`config.mk`:
```
export PLATFORM = sky130hd
export DESIGN_NAME = shift_sequencer
export DESIGN_NICKNAME = d
export VERILOG_FILES = /design/src/rtl/shift_sequencer.sv
export SDC_FILE = /design/constraint.sdc
export NUM_CORES = 1
export LEC_CHECK = 0
export BUFFER_PORTS_ARGS = -buffer_cell sky130_fd_sc_hd__buf_2
export CORE_AREA = 2 2 99 101
export DETAILED_ROUTE_END_ITERATION = 10
export DIE_AREA = 0 0 101 103
export GPL_TIMING_DRIVEN = 0
export PLACE_DENSITY = 0.73
export SYNTH_ARGS = -nofsm -noshare
export SYNTH_HDL_FRONTEND = slang
export SYNTH_SLANG_ARGS = --single-unit
```
`constraint.sdc`:
```
create_clock -name clk -period 3.3 [get_ports clk]
set_clock_uncertainty 0.15 [all_clocks]
set_input_delay 0.66 -clock clk [delete_from_list [all_inputs] [get_ports clk]]
set_output_delay 0.66 -clock clk [all_outputs]
set_load 0.01 [all_outputs]
```
`src/rtl/shift_sequencer.sv`:
```
// Multi-cycle variable shifter (SLL/SRL/SRA, 0..2^SHAMT_W-1) built from a
// shift-by-2 stage stepped once per cycle plus a final shift-by-1 for odd amounts.
module shift_sequencer #(
  parameter int WIDTH   = 32,
  parameter int SHAMT_W = 5
) (
  input  logic               clk,
  input  logic               reset_n,
  input  logic               start,
  input  logic [1:0]         op,
  input  logic [WIDTH-1:0]   operand,
  input  logic [SHAMT_W-1:0] shamt,
  output logic               busy,
  output logic               done,
  output logic [WIDTH-1:0]   result
);

  typedef enum logic [1:0] {
    S_IDLE  = 2'b00,
    S_SHIFT = 2'b01,
    S_DONE  = 2'b10
  } state_t;

  localparam logic [1:0] OP_SLL = 2'b00;
  localparam logic [1:0] OP_SRL = 2'b01;
  localparam logic [1:0] OP_SRA = 2'b10;
  localparam logic [1:0] OP_RSV = 2'b11;

  function automatic logic [WIDTH-1:0] f_shift(
    input logic [WIDTH-1:0] a,
    input logic [1:0]       kind,
    input logic [1:0]       amt
  );
    logic signed [WIDTH-1:0] s;
    logic        [WIDTH-1:0] r;
    s = a;
    case (kind)
      OP_SLL:  r = a << amt;
      OP_SRL:  r = a >> amt;
      OP_SRA:  r = $unsigned(s >>> amt);
      default: r = a;
    endcase
    return r;
  endfunction

  state_t             r_state;
  logic [WIDTH-1:0]   r_acc;
  logic [SHAMT_W-1:0] r_cnt;
  logic [1:0]         r_op;
  logic [WIDTH-1:0]   r_result;
  logic               r_busy;
  logic               r_done;

  logic [1:0]         w_amt;
  logic [SHAMT_W-1:0] w_cnt_next;
  logic [WIDTH-1:0]   w_acc_next;

  // Step size for this cycle: 2 while at least two remain, then 1 for the odd tail.
  always_comb begin
    w_amt = 2'd0;
    if (r_cnt >= SHAMT_W'(2)) begin
      w_amt = 2'd2;
    end else if (r_cnt == SHAMT_W'(1)) begin
      w_amt = 2'd1;
    end
  end

  assign w_cnt_next = r_cnt - SHAMT_W'(w_amt);
  assign w_acc_next = f_shift(r_acc, r_op, w_amt);

  always_ff @(posedge clk or negedge reset_n) begin
    if (!reset_n) begin
      r_state  <= S_IDLE;
      r_acc    <= '0;
      r_cnt    <= '0;
      r_op     <= OP_SLL;
      r_result <= '0;
      r_busy   <= 1'b0;
      r_done   <= 1'b0;
    end else begin
      case (r_state)
        S_IDLE, S_DONE: begin
          r_done <= 1'b0;
          if (start) begin
            r_acc   <= operand;
            r_op    <= op;
            // The reserved opcode passes the operand through unchanged.
            r_cnt   <= (op == OP_RSV) ? '0 : shamt;
            r_busy  <= 1'b1;
            r_state <= S_SHIFT;
          end else begin
            r_busy  <= 1'b0;
            r_state <= S_IDLE;
          end
        end
        S_SHIFT: begin
          r_acc <= w_acc_next;
          r_cnt <= w_cnt_next;
          if (w_cnt_next == '0) begin
            r_result <= w_acc_next;
            r_busy   <= 1'b0;
            r_done   <= 1'b1;
            r_state  <= S_DONE;
          end
        end
        default: begin
          r_busy  <= 1'b0;
          r_done  <= 1'b0;
          r_state <= S_IDLE;
        end
      endcase
    end
  end

  assign busy   = r_busy;
  assign done   = r_done;
  assign result = r_result;

endmodule

```
==> out/qor.txt, run 1 <==
=====================================================================================
Final critical-path share of the clock period                                    102%
Top flip-flop cell by instance count after synthesis                     sky130_fd_sc_hd__dfrtp_1
Transition time at the pin with the least slew margin                         1.00 ns
Area of the die                                                           10,400 um^2
Top library cells by usage in the layout, fill and taps aside            sky130_fd_sc_hd__buf_2, sky130_fd_sc_hd__dfrtp_1, sky130_fd_sc_hd__nand2_1
Async set-or-reset flop fraction in the synthesized netlist                      100%
Starting density of the core                                                    47.8%
Final setup margin                                                         -0.0814 ns
Fraction of final layout cells with drive strength greater than 1               28.2%
Synth-to-layout area growth                                                     26.3%
Gate count of the mapped netlist                                                  505
Achievable frequency                                                          296 MHz
I/O pin cnt                                                                        76
WP data required                                                              3.46 ns
TritonCTS sink count                                                               73
Final RePlAce weighted congestion                                               0.985
Count of unique library cells instantiated by Yosys                                61
Warnings, synthesis                                                                 0
Post-detailed-route wirelength per cell                                       23.9 um
Remaining global-route overflow                                                     0
Setup slack at placement                                                    -0.422 ns
First-pass DRT Iterations                                                           5
Mean post-synth cell area                                                   8.96 um^2
Site Rows                                                                          36
Endpoint type of the worst setup path                                        register
Share of the yosys chip area belonging to registers                             40.4%
R2r startpoint                                                           r_cnt[1]$_DFFE_PN0P_
Wire length of the first global-routing pass                                26,800 um
Post-route cell area                                                        5710 um^2
Final period demand of the worst path                                         3.38 ns
Worst min-delay path class                                                   in2async
Kind of start point of the critical path                                     register
Number of nets still failing antenna checks after routing                           0
Overall die width                                                              101 um
Core region area                                                            9460 um^2
Number of nets in the layout                                                      654
Worst IR drop on VDD                                                         0.567 mV
Setup violators final                                                              23
Number of H-tree levels                                                             3
Number of flops mapped to enable cells by yosys                                     0
Maximum number of pins on one net before global-route repair                       74
Max FO, Critical Path                                                               7
CTS buffer count                                                                    9
Crit path from                                                           r_cnt[1]$_DFFE_PN0P_
WL final                                                                    17,400 um
Total cell area at the placement stage                                      5170 um^2
Antenna violations before repair                                                    0
# Max-Cap Violations                                                                0
Cell breakdown of the critical path                                      or4_4, clkinv_8, nand2_8, inv_8, ha_4, inv_2, fa_2, nor2_2, nand3_2, or4_4, clkbuf_16, a211oi_2, a21o_1
Setup repair after global routing missed its margin                              true
Clock slew at reported path FFs                                               0.08 ns
Share of Yosys cell area claimed by the top area cell type                      40.4%
Global router's overall resource usage                                          34.5%
Most frequent CP cell                                                    sky130_fd_sc_hd__or4_4
Arrival @ worst endpoint                                                      3.55 ns
HPWL after detailed placement                                               11,800 um
Final core occ                                                                  60.4%
Most frequent standard cell in the layout excluding fill and tap cells   sky130_fd_sc_hd__buf_2
Number of hold-repair buffers added at the cts stage                                0
Via-to-Cell Ratio                                                                6.81
Clock tree from TritonCTS                                                         yes
Syn nets                                                                          550
Die height                                                                     103 um
Clk buf depth                                                                       2
Clock root buffer master                                                 sky130_fd_sc_hd__clkbuf_8
Vias after detailed routing                                                     4,955
Hold Vio Cnt, Final                                                                 0
Count of filler cells inserted in the layout                                      838
Via count of the first global-routing pass                                      4,584
Buffers & Inverters on Critical Path                                                4
Crit path max-delay family                                               simple AND/OR/NAND/NOR gates
Iteration-0 DRC Markers                                                           515
DRC Markers                                                                         0
Largest area contributor in the synthesized netlist                      sky130_fd_sc_hd__dfrtp_1
Crit-path slowest cell                                                   sky130_fd_sc_hd__or4_4
Cells taking the most area after synthesis                               sky130_fd_sc_hd__dfrtp_1, sky130_fd_sc_hd__a22oi_1, sky130_fd_sc_hd__nand2_1
CP max stage delay                                                            0.60 ns
Antenna diode count                                                                 0
Worst-case headroom to the max-slew limit                                       32.4%
Number of buffers added on ports                                                   75
Status                                                                   finished, violations left
Post-Syn Area                                                               4520 um^2
Violations in the final reports                                          negative setup slack
Flip-flop and latch count after synthesis                                          73
Power density of the placed cells                                        1280 nW/um^2
Setup slack on the worst flop-to-flop path                                   -0.08 ns
Crit Path Category                                                            reg2reg
Number of max-slew violations in the final report                                   0
Later-pin clock latency in the skew report                                    0.38 ns
Leakage                                                                    0.00247 uW
=====================================================================================
layout make-up:
class,instances,area (um^2),area share (%)
buffer,49,330,5.78
clock buffer,11,151,2.65
clock inverter,5,30.0,0.526
inverter,9,56.3,0.986
multi-input combinational,371,2580,45.2
sequential,73,1830,32.0
tap,114,143,2.50
timing repair buffer,96,591,10.3
through the flow:
step	std cells	setup TNS, ns	total power (uW)	hold WS [ns]
floorplan	505	-1.58	4710	0.214
global placement	694	-10.75	5950	0.306
detailed placement	695	-12.07	6060	0.310
CTS	729	-3.96	7070	0.165
global route	728	-3.31	7760	0.180
finish	728	-0.619	7310	0.130
cells by family after synthesis:
family                     synth area share (%)
xor gates and xnor gates                  0.194
AOI/OAI and AO/OA                          37.7
adders and majority gates                 0.996
and+or+nand+nor                            12.1
buffers and inverters                      6.39
DFF                                        40.4
muxes                                      2.24
layer usage:
layer  global-route usage, %  wire length [um]
met1                    48.7              7210
met2                    51.7              7750
met3                    7.25              1880
met4                    14.0               583
met5                       0                 0
cells in the mapped netlist (5+ instances only):
master / n
sky130_fd_sc_hd__a221o_1: 9
sky130_fd_sc_hd__o31ai_1: 7
sky130_fd_sc_hd__mux2i_1: 9
sky130_fd_sc_hd__nand3_1: 5
sky130_fd_sc_hd__nand2b_1: 6
sky130_fd_sc_hd__clkbuf_1: 35
sky130_fd_sc_hd__a21oi_1: 17
sky130_fd_sc_hd__a211oi_1: 6
sky130_fd_sc_hd__o21ai_0: 41
sky130_fd_sc_hd__dfrtp_1: 73
sky130_fd_sc_hd__o221ai_1: 7
sky130_fd_sc_hd__o32ai_1: 22
sky130_fd_sc_hd__inv_1: 7
sky130_fd_sc_hd__a21o_1: 6
sky130_fd_sc_hd__buf_2: 5
sky130_fd_sc_hd__buf_1: 6
sky130_fd_sc_hd__o211ai_1: 14
sky130_fd_sc_hd__a22oi_1: 42
sky130_fd_sc_hd__o22ai_1: 19
sky130_fd_sc_hd__nand2_1: 61
sky130_fd_sc_hd__nor3_1: 5
sky130_fd_sc_hd__a22o_1: 10
sky130_fd_sc_hd__nor2_1: 30
path summary, 6_finish.rpt:
kind | endpoint | cells past startpoint
worst max-delay path | result[4]$_DFFE_PN0P_ | 13
worst max register to register | result[4]$_DFFE_PN0P_ | 13
max in group asynchronous | result[3]$_DFFE_PN0P_ | 2
worst min-delay path | result[28]$_DFFE_PN0P_ | 2
min in group clk | result[31]$_DFFE_PN0P_ | 2
worst min register to register | result[31]$_DFFE_PN0P_ | 2
power by group:
group / switching, uW / total (uW) / leakage (uW) / internal (uW)
clock: 363 / 673 / 0.0000911 / 310
combinational: 2790 / 4670 / 0.00149 / 1880
sequential: 618 / 1970 / 0.000882 / 1350
total: 3770 / 7310 / 0.00247 / 3540
state kept, by name (all words and copies together) (netlist names):
name and cells:
busy 1, r_acc 32, r_cnt 5, r_op 2
r_state 1, result 32
timing repair:
item | CTS | global route
resized for setup | 37 | 18
cloned | 5 | 0
pin swaps | 15 | 11
setup endpoints to repair | 33 | 33
setup buffers | 15 | 2
worst register-to-register path: stages, from the launching register on:
cell and delay (ns):
sky130_fd_sc_hd__dfrtp_2 0.41, sky130_fd_sc_hd__or4_4 0.60, sky130_fd_sc_hd__clkinv_8 0.10, sky130_fd_sc_hd__nand2_8 0.06
sky130_fd_sc_hd__inv_8 0.08, sky130_fd_sc_hd__ha_4 0.13, sky130_fd_sc_hd__inv_2 0.03, sky130_fd_sc_hd__fa_2 0.43
sky130_fd_sc_hd__nor2_2 0.14, sky130_fd_sc_hd__nand3_2 0.09, sky130_fd_sc_hd__or4_4 0.57, sky130_fd_sc_hd__clkbuf_16 0.23
sky130_fd_sc_hd__a211oi_2 0.20, sky130_fd_sc_hd__a21o_1 0.10
No activity file was read; power rests on OpenSTA's default activity.
==> run 2: changes to the inputs <==
Settings changed: ABC_AREA set to 1, CORE_AREA 2 2 99 101 to 2 2 97 99, DIE_AREA 0 0 101 103 to 0 0 99 101, HOLD_SLACK_MARGIN set to 0.1, PLACE_DENSITY 0.73 to 0.74.
==> out/qor.txt, run 2 <==
=====================================================================================
WP data required                                                              3.44 ns
Final critical-path share of the clock period                                   96.3%
Transition time at the pin with the least slew margin                        0.646 ns
Synth-to-layout area growth                                                     19.4%
Remaining global-route overflow                                                     0
List of most frequent post-synthesis cells                               sky130_fd_sc_hd__nand2_1, sky130_fd_sc_hd__nand3_1, sky130_fd_sc_hd__dfrtp_1, sky130_fd_sc_hd__inv_1, sky130_fd_sc_hd__o21ai_0
Setup slack on the worst flop-to-flop path                                    0.12 ns
Mean post-synth cell area                                                   6.63 um^2
Number of H-tree levels                                                             3
Most frequently used cell type in the post-synthesis netlist             sky130_fd_sc_hd__nand2_1
Number of instances in the placed design                                          850
Area of the die                                                            10000 um^2
Number of hold-repair buffers added at the cts stage                                0
Post-Syn Area                                                               4390 um^2
Leakage                                                                    0.00282 uW
Count of unique library cells instantiated by Yosys                                24
Crit Path Category                                                            reg2reg
Fraction of final layout cells with drive strength greater than 1               16.4%
Maximum number of pins on one net before global-route repair                       40
Post-detailed-route wirelength per cell                                       16.0 um
Post-route cell area                                                        5250 um^2
WL final                                                                    14,000 um
Kind of start point of the critical path                                     register
Number of nets in the layout                                                      801
Power Total                                                                   6050 uW
Share of Yosys cell area claimed by the top area cell type                      41.6%
Setup violators final                                                               0
Flip-flop and latch count after synthesis                                          73
Logic pwr share                                                                 60.2%
I/O pin cnt                                                                        76
Achievable frequency                                                          315 MHz
Overall die width                                                               99 um
Proportion of power drawn by the clock network                                  13.2%
Warnings, synthesis                                                                 0
Antenna violations before repair                                                    0
Fin cells                                                                         872
Number of nets still failing antenna checks after routing                           0
Switching portion of total power                                                50.5%
Starting density of the core                                                    48.9%
Top flip-flop cell by instance count after synthesis                     sky130_fd_sc_hd__dfrtp_1
Antenna diode count                                                                 0
Async set-or-reset flop fraction in the synthesized netlist                      100%
Arrival @ worst endpoint                                                      3.31 ns
Total cell area at the placement stage                                      4930 um^2
Number of buffers added on ports                                                   75
Cell internal pwr                                                             3000 uW
Switching Power                                                               3050 uW
Die height                                                                     101 um
Vias after detailed routing                                                     4,735
Setup repair after global routing missed its margin                             false
Global router's overall resource usage                                          28.9%
CTS buffer count                                                                    9
Largest area contributor in the synthesized netlist                      sky130_fd_sc_hd__dfrtp_1
Syn nets                                                                          708
Worst-case headroom to the max-slew limit                                       57.0%
Site Rows                                                                          35
Final RePlAce weighted congestion                                               0.925
# Max-Cap Violations                                                                0
Cells taking the most area after synthesis                               sky130_fd_sc_hd__dfrtp_1, sky130_fd_sc_hd__nand2_1, sky130_fd_sc_hd__nand3_1
Clock tree from TritonCTS                                                         yes
Max FO, Critical Path                                                              10
TritonCTS sink count                                                               73
First-pass DRT Iterations                                                           5
DRC Markers                                                                         0
Worst min-delay path class                                                   in2async
Number of flops mapped to enable cells by yosys                                     0
Post-route setup TNS                                                             0 ns
Setup slack at placement                                                    -0.200 ns
Power density of the placed cells                                        1150 nW/um^2
Clock root buffer master                                                 sky130_fd_sc_hd__clkbuf_8
Via count of the first global-routing pass                                      4,544
Sequential share of power                                                       26.6%
Clk buf depth                                                                       2
Via-to-Cell Ratio                                                                5.43
Clock slew at reported path FFs                                               0.08 ns
Worst IR drop on VDD                                                         0.499 mV
Gate count of the mapped netlist                                                  663
Cells on worst reg2reg path                                                        16
Hold Vio Cnt, Final                                                                 0
Iteration-0 DRC Markers                                                           413
Top library cells by usage in the layout, fill and taps aside            sky130_fd_sc_hd__nand2_1, sky130_fd_sc_hd__nand3_1, sky130_fd_sc_hd__buf_2
Status                                                                   finished, final reports clean
Wire length of the first global-routing pass                                23,000 um
Endpoint type of the worst setup path                                        register
Most frequent standard cell in the layout excluding fill and tap cells   sky130_fd_sc_hd__nand2_1
HPWL after detailed placement                                                 9980 um
Core region area                                                            8980 um^2
Later-pin clock latency in the skew report                                    0.35 ns
Final period demand of the worst path                                         3.18 ns
Final setup margin                                                           0.123 ns
Number of max-slew violations in the final report                                   0
Share of the yosys chip area belonging to registers                             41.6%
=====================================================================================
==> run 2: cell count changes in the layout (fill, tap and decap cells not counted), moves of 19 or more <==
cell                      change
sky130_fd_sc_hd__o22ai_1     -19
sky130_fd_sc_hd__o32ai_1     -22
sky130_fd_sc_hd__inv_1       +62
sky130_fd_sc_hd__nand2_1    +220
sky130_fd_sc_hd__nand3_1    +132
sky130_fd_sc_hd__a22oi_1     -42
==> run 2: worst max-delay path: stages, from the launching register on <==
cell	delay, ns
sky130_fd_sc_hd__dfrtp_2	0.47
sky130_fd_sc_hd__nor2_4	0.19
sky130_fd_sc_hd__nand2_4	0.09
sky130_fd_sc_hd__nor2_4	0.16
sky130_fd_sc_hd__buf_8	0.17
sky130_fd_sc_hd__ha_2	0.21
sky130_fd_sc_hd__inv_1	0.06
sky130_fd_sc_hd__fa_2	0.40
sky130_fd_sc_hd__inv_1	0.08
sky130_fd_sc_hd__nand2_1	0.06
sky130_fd_sc_hd__and2b_1	0.19
sky130_fd_sc_hd__nand3b_1	0.16
sky130_fd_sc_hd__nor2_4	0.22
sky130_fd_sc_hd__buf_4	0.16
sky130_fd_sc_hd__buf_4	0.17
sky130_fd_sc_hd__nand2_1	0.08
sky130_fd_sc_hd__nand2_1	0.09
==> run 2: repair_timing <==
item / CTS / global route
endpoints found under the setup margin: 31 / 30
pin swaps: 2 / 4
gates resized for setup: 5 / 11
buffers inserted: 1 / 5
==> run 2: final timing paths <==
path                                    endpoint                  start
setup / recovery           result[9]$_DFFE_PN0P_   r_cnt[2]$_DFFE_PN0P_
max in group asynchronous  r_acc[22]$_DFFE_PN0P_                reset_n
hold / removal             r_acc[25]$_DFFE_PN0P_                reset_n
hold reg to reg            result[5]$_DFFE_PN0P_  result[5]$_DFFE_PN0P_
setup reg to reg           result[9]$_DFFE_PN0P_   r_cnt[2]$_DFFE_PN0P_
min in group clk           result[5]$_DFFE_PN0P_  result[5]$_DFFE_PN0P_
==> run 2: cell type report <==
class | instances | area [um^2]
inverter | 73 | 274
clock buffer | 12 | 145
timing repair buffer | 82 | 443
clock inverter | 4 | 76.3
buffer | 30 | 159
tap | 111 | 139
multi-input combinational | 487 | 2180
fill | 882 | 3730
sequential | 73 | 1830
==> run 2: layer usage <==
metal	track usage, %	vias to the layer above	part of all wire (%)
li1	-	2293	-
met1	42.6	2222	47
met2	45.2	198	45
met3	4.44	22	6.3
met4	6.22	0	1.6
met5	0	-	0
==> run 2: per-stage QoR <==
step | hold WS (ns) | util [%]
global route | 0.136 | 58.4
finish | 0.110 | 58.4
detailed placement | 0.307 | 54.9
CTS | 0.125 | 57.7
floorplan | 0.214 | -
global placement | 0.304 | 54.7
==> run 2: logic make-up after synthesis <==
logic type,synth area share (%)
compound gates,6.49
xor+xnor,0.199
fa+ha+maj,1.03
buf+inv,9.43
flops,41.6
simple gates,41.3
==> run 2: power groups by stage <==
stage / clock, uW / sequential [uW] / combinational, uW
global placement: 0 / 1590 / 3410
global route: 841 / 1670 / 4090
finish: 796 / 1610 / 3640
CTS: 807 / 1600 / 3530
detailed placement: 0 / 1610 / 3490
floorplan: 0 / 1690 / 2330
==> run 3: changes to the inputs <==
Settings changed: SETUP_SLACK_MARGIN set to 0.2.
==> out/qor.txt, run 3 (synthesis gave the netlist of run 2 again) <==
=====================================================================================
Final period demand of the worst path                                         2.98 ns
Count of filler cells inserted in the layout                                      881
Hold Vio Cnt, Final                                                                 0
Fraction of final layout cells with drive strength greater than 1               17.0%
Number of max-slew violations in the final report                                   0
Crit Path Category                                                            reg2reg
Setup violators final                                                               0
Setup repair after global routing missed its margin                             false
# Max-Cap Violations                                                                0
Crit-path slowest cell                                                   sky130_fd_sc_hd__dfrtp_1
Endpoint type of the worst setup path                                        register
Crit path from                                                           r_cnt[3]$_DFFE_PN0P_
Worst min-delay path class                                                   in2async
Area used by multi-input combinational logic                                2180 um^2
Buffers & Inverters on Critical Path                                                5
Via count of the first global-routing pass                                      4,587
FF/Latch Area                                                               1830 um^2
Top library cells by usage in the layout, fill and taps aside            sky130_fd_sc_hd__nand2_1, sky130_fd_sc_hd__nand3_1, sky130_fd_sc_hd__buf_2
Antenna diode count                                                                 0
Clk buf depth                                                                       2
Number of H-tree levels                                                             3
Number of buffers added on ports                                                   75
Number of nets still failing antenna checks after routing                           0
Number of nets in the layout                                                      805
Critical path depth in cells                                                       16
Starting density of the core                                                    48.9%
HPWL after detailed placement                                                 9980 um
Max FO, Critical Path                                                              10
TritonCTS sink count                                                               73
Power density of the placed cells                                        1150 nW/um^2
Overall die width                                                               99 um
Final RePlAce weighted congestion                                               0.925
Number of instances in the placed design                                          850
End of the worst register-to-register path                               result[26]$_DFFE_PN0P_
Post-route cell area                                                        5300 um^2
Most frequent standard cell in the layout excluding fill and tap cells   sky130_fd_sc_hd__nand2_1
Achievable frequency                                                          336 MHz
Number of hold-repair buffers added at the cts stage                                0
Setup slack on the worst flop-to-flop path                                    0.32 ns
Worst-case headroom to the max-slew limit                                       55.4%
Final hold slack                                                             0.113 ns
Post-detailed-route wirelength per cell                                       16.1 um
Core region area                                                            8980 um^2
Kind of start point of the critical path                                     register
Die height                                                                     101 um
WL final                                                                    14,100 um
Power Total                                                                   6120 uW
Clock slew at reported path FFs                                               0.08 ns
Area of the die                                                            10000 um^2
Critical path capture point                                              result[26]$_DFFE_PN0P_
Transition time at the pin with the least slew margin                        0.670 ns
Site Rows                                                                          35
Status                                                                   finished, final reports clean
Leakage                                                                    0.00285 uW
Iteration-0 DRC Markers                                                           460
First-pass DRT Iterations                                                           6
Crit path max-delay family                                               simple AND/OR/NAND/NOR gates
DRC Markers                                                                         0
Cell breakdown of the critical path                                      nor2_4, nand2_4, nor2_4, buf_6, ha_2, inv_1, fa_2, inv_1, nand2_1, and2b_1, nand3b_1, nor2_4, inv_4, buf_4, nand2_1, nand2_1
CP max stage delay                                                            0.43 ns
CTS buffer count                                                                    9
Global router's overall resource usage                                          29.1%
WP data required                                                              3.38 ns
Total cell area at the placement stage                                      4930 um^2
Remaining global-route overflow                                                     0
Fin cells                                                                         876
Wire length of the first global-routing pass                                23,200 um
Post-route setup TNS                                                             0 ns
Arrival @ worst endpoint                                                      3.06 ns
Final critical-path share of the clock period                                   90.2%
Vias after detailed routing                                                     4,818
Clock tree from TritonCTS                                                         yes
Maximum number of pins on one net before global-route repair                       40
Clock root buffer master                                                 sky130_fd_sc_hd__clkbuf_8
R2r startpoint                                                           r_cnt[3]$_DFFE_PN0P_
Antenna violations before repair                                                    0
Cells on worst reg2reg path                                                        16
Later-pin clock latency in the skew report                                    0.35 ns
Worst IR drop on VDD                                                         0.524 mV
I/O pin cnt                                                                        76
Synth-to-layout area growth                                                     20.7%
Via-to-Cell Ratio                                                                5.50
=====================================================================================
==> run 3: worst min path at each step <==
stage / from / to / slack, ns
2_1_floorplan: reset_n / busy$_DFFE_PN0P_ / 0.21
3_3_place_gp: result[0]$_DFFE_PN0P_ / result[0]$_DFFE_PN0P_ / 0.30
3_5_place_dp: result[0]$_DFFE_PN0P_ / result[0]$_DFFE_PN0P_ / 0.31
4_1_cts: reset_n / r_cnt[3]$_DFFE_PN0P_ / 0.13
5_1_grt: reset_n / r_cnt[0]$_DFFE_PN0P_ / 0.14
6_report: reset_n / r_acc[25]$_DFFE_PN0P_ / 0.11
==> run 3: through the flow <==
| step | util [%] | worst slack [ns] |
|---|---|---|
| floorplan | - | 0.472 |
| global route | 59.1 | 0.194 |
| finish | 59.1 | 0.322 |
| global placement | 54.7 | -0.106 |
| CTS | 58.4 | 0.203 |
| detailed placement | 54.9 | -0.200 |
==> run 3: per-layer routing <==
metal  vias to the layer above  wire length [um]  part of all wire [%]  GRT usage [%]
li1                       2307                 -                     -              -
met2                       217              6440                    46           45.7
met1                      2281              6480                    46           42.8
met3                        13              1030                   7.3           4.44
met5                         -                 0                     0              0
met4                         0               160                   1.1           6.53
==> run 3: cell type report <==
class / instances / share of cell area (%)
repair buffers: 86 / 9.16
clock buffers: 12 / 2.74
inverters: 73 / 5.24
multi-input cells: 487 / 41.2
well taps: 111 / 2.62
clock inverters: 4 / 1.44
flip-flops and latches: 73 / 34.5
plain buffers: 30 / 3.16
==> run 3: what timing repair did <==
action / CTS / global route
pin swaps: 4 / 2
gates resized for setup: 14 / 5
gates cloned: 0 / 0
setup buffers: 7 / 3
endpoints found under the setup margin: 33 / 30
==> run 3: where the power goes <==
part / internal (uW) / total [uW] / switching [uW]
registers: 1380 / 1600 / 214
logic: 1210 / 3720 / 2510
clock network: 449 / 797 / 348
total: 3050 / 6120 / 3070
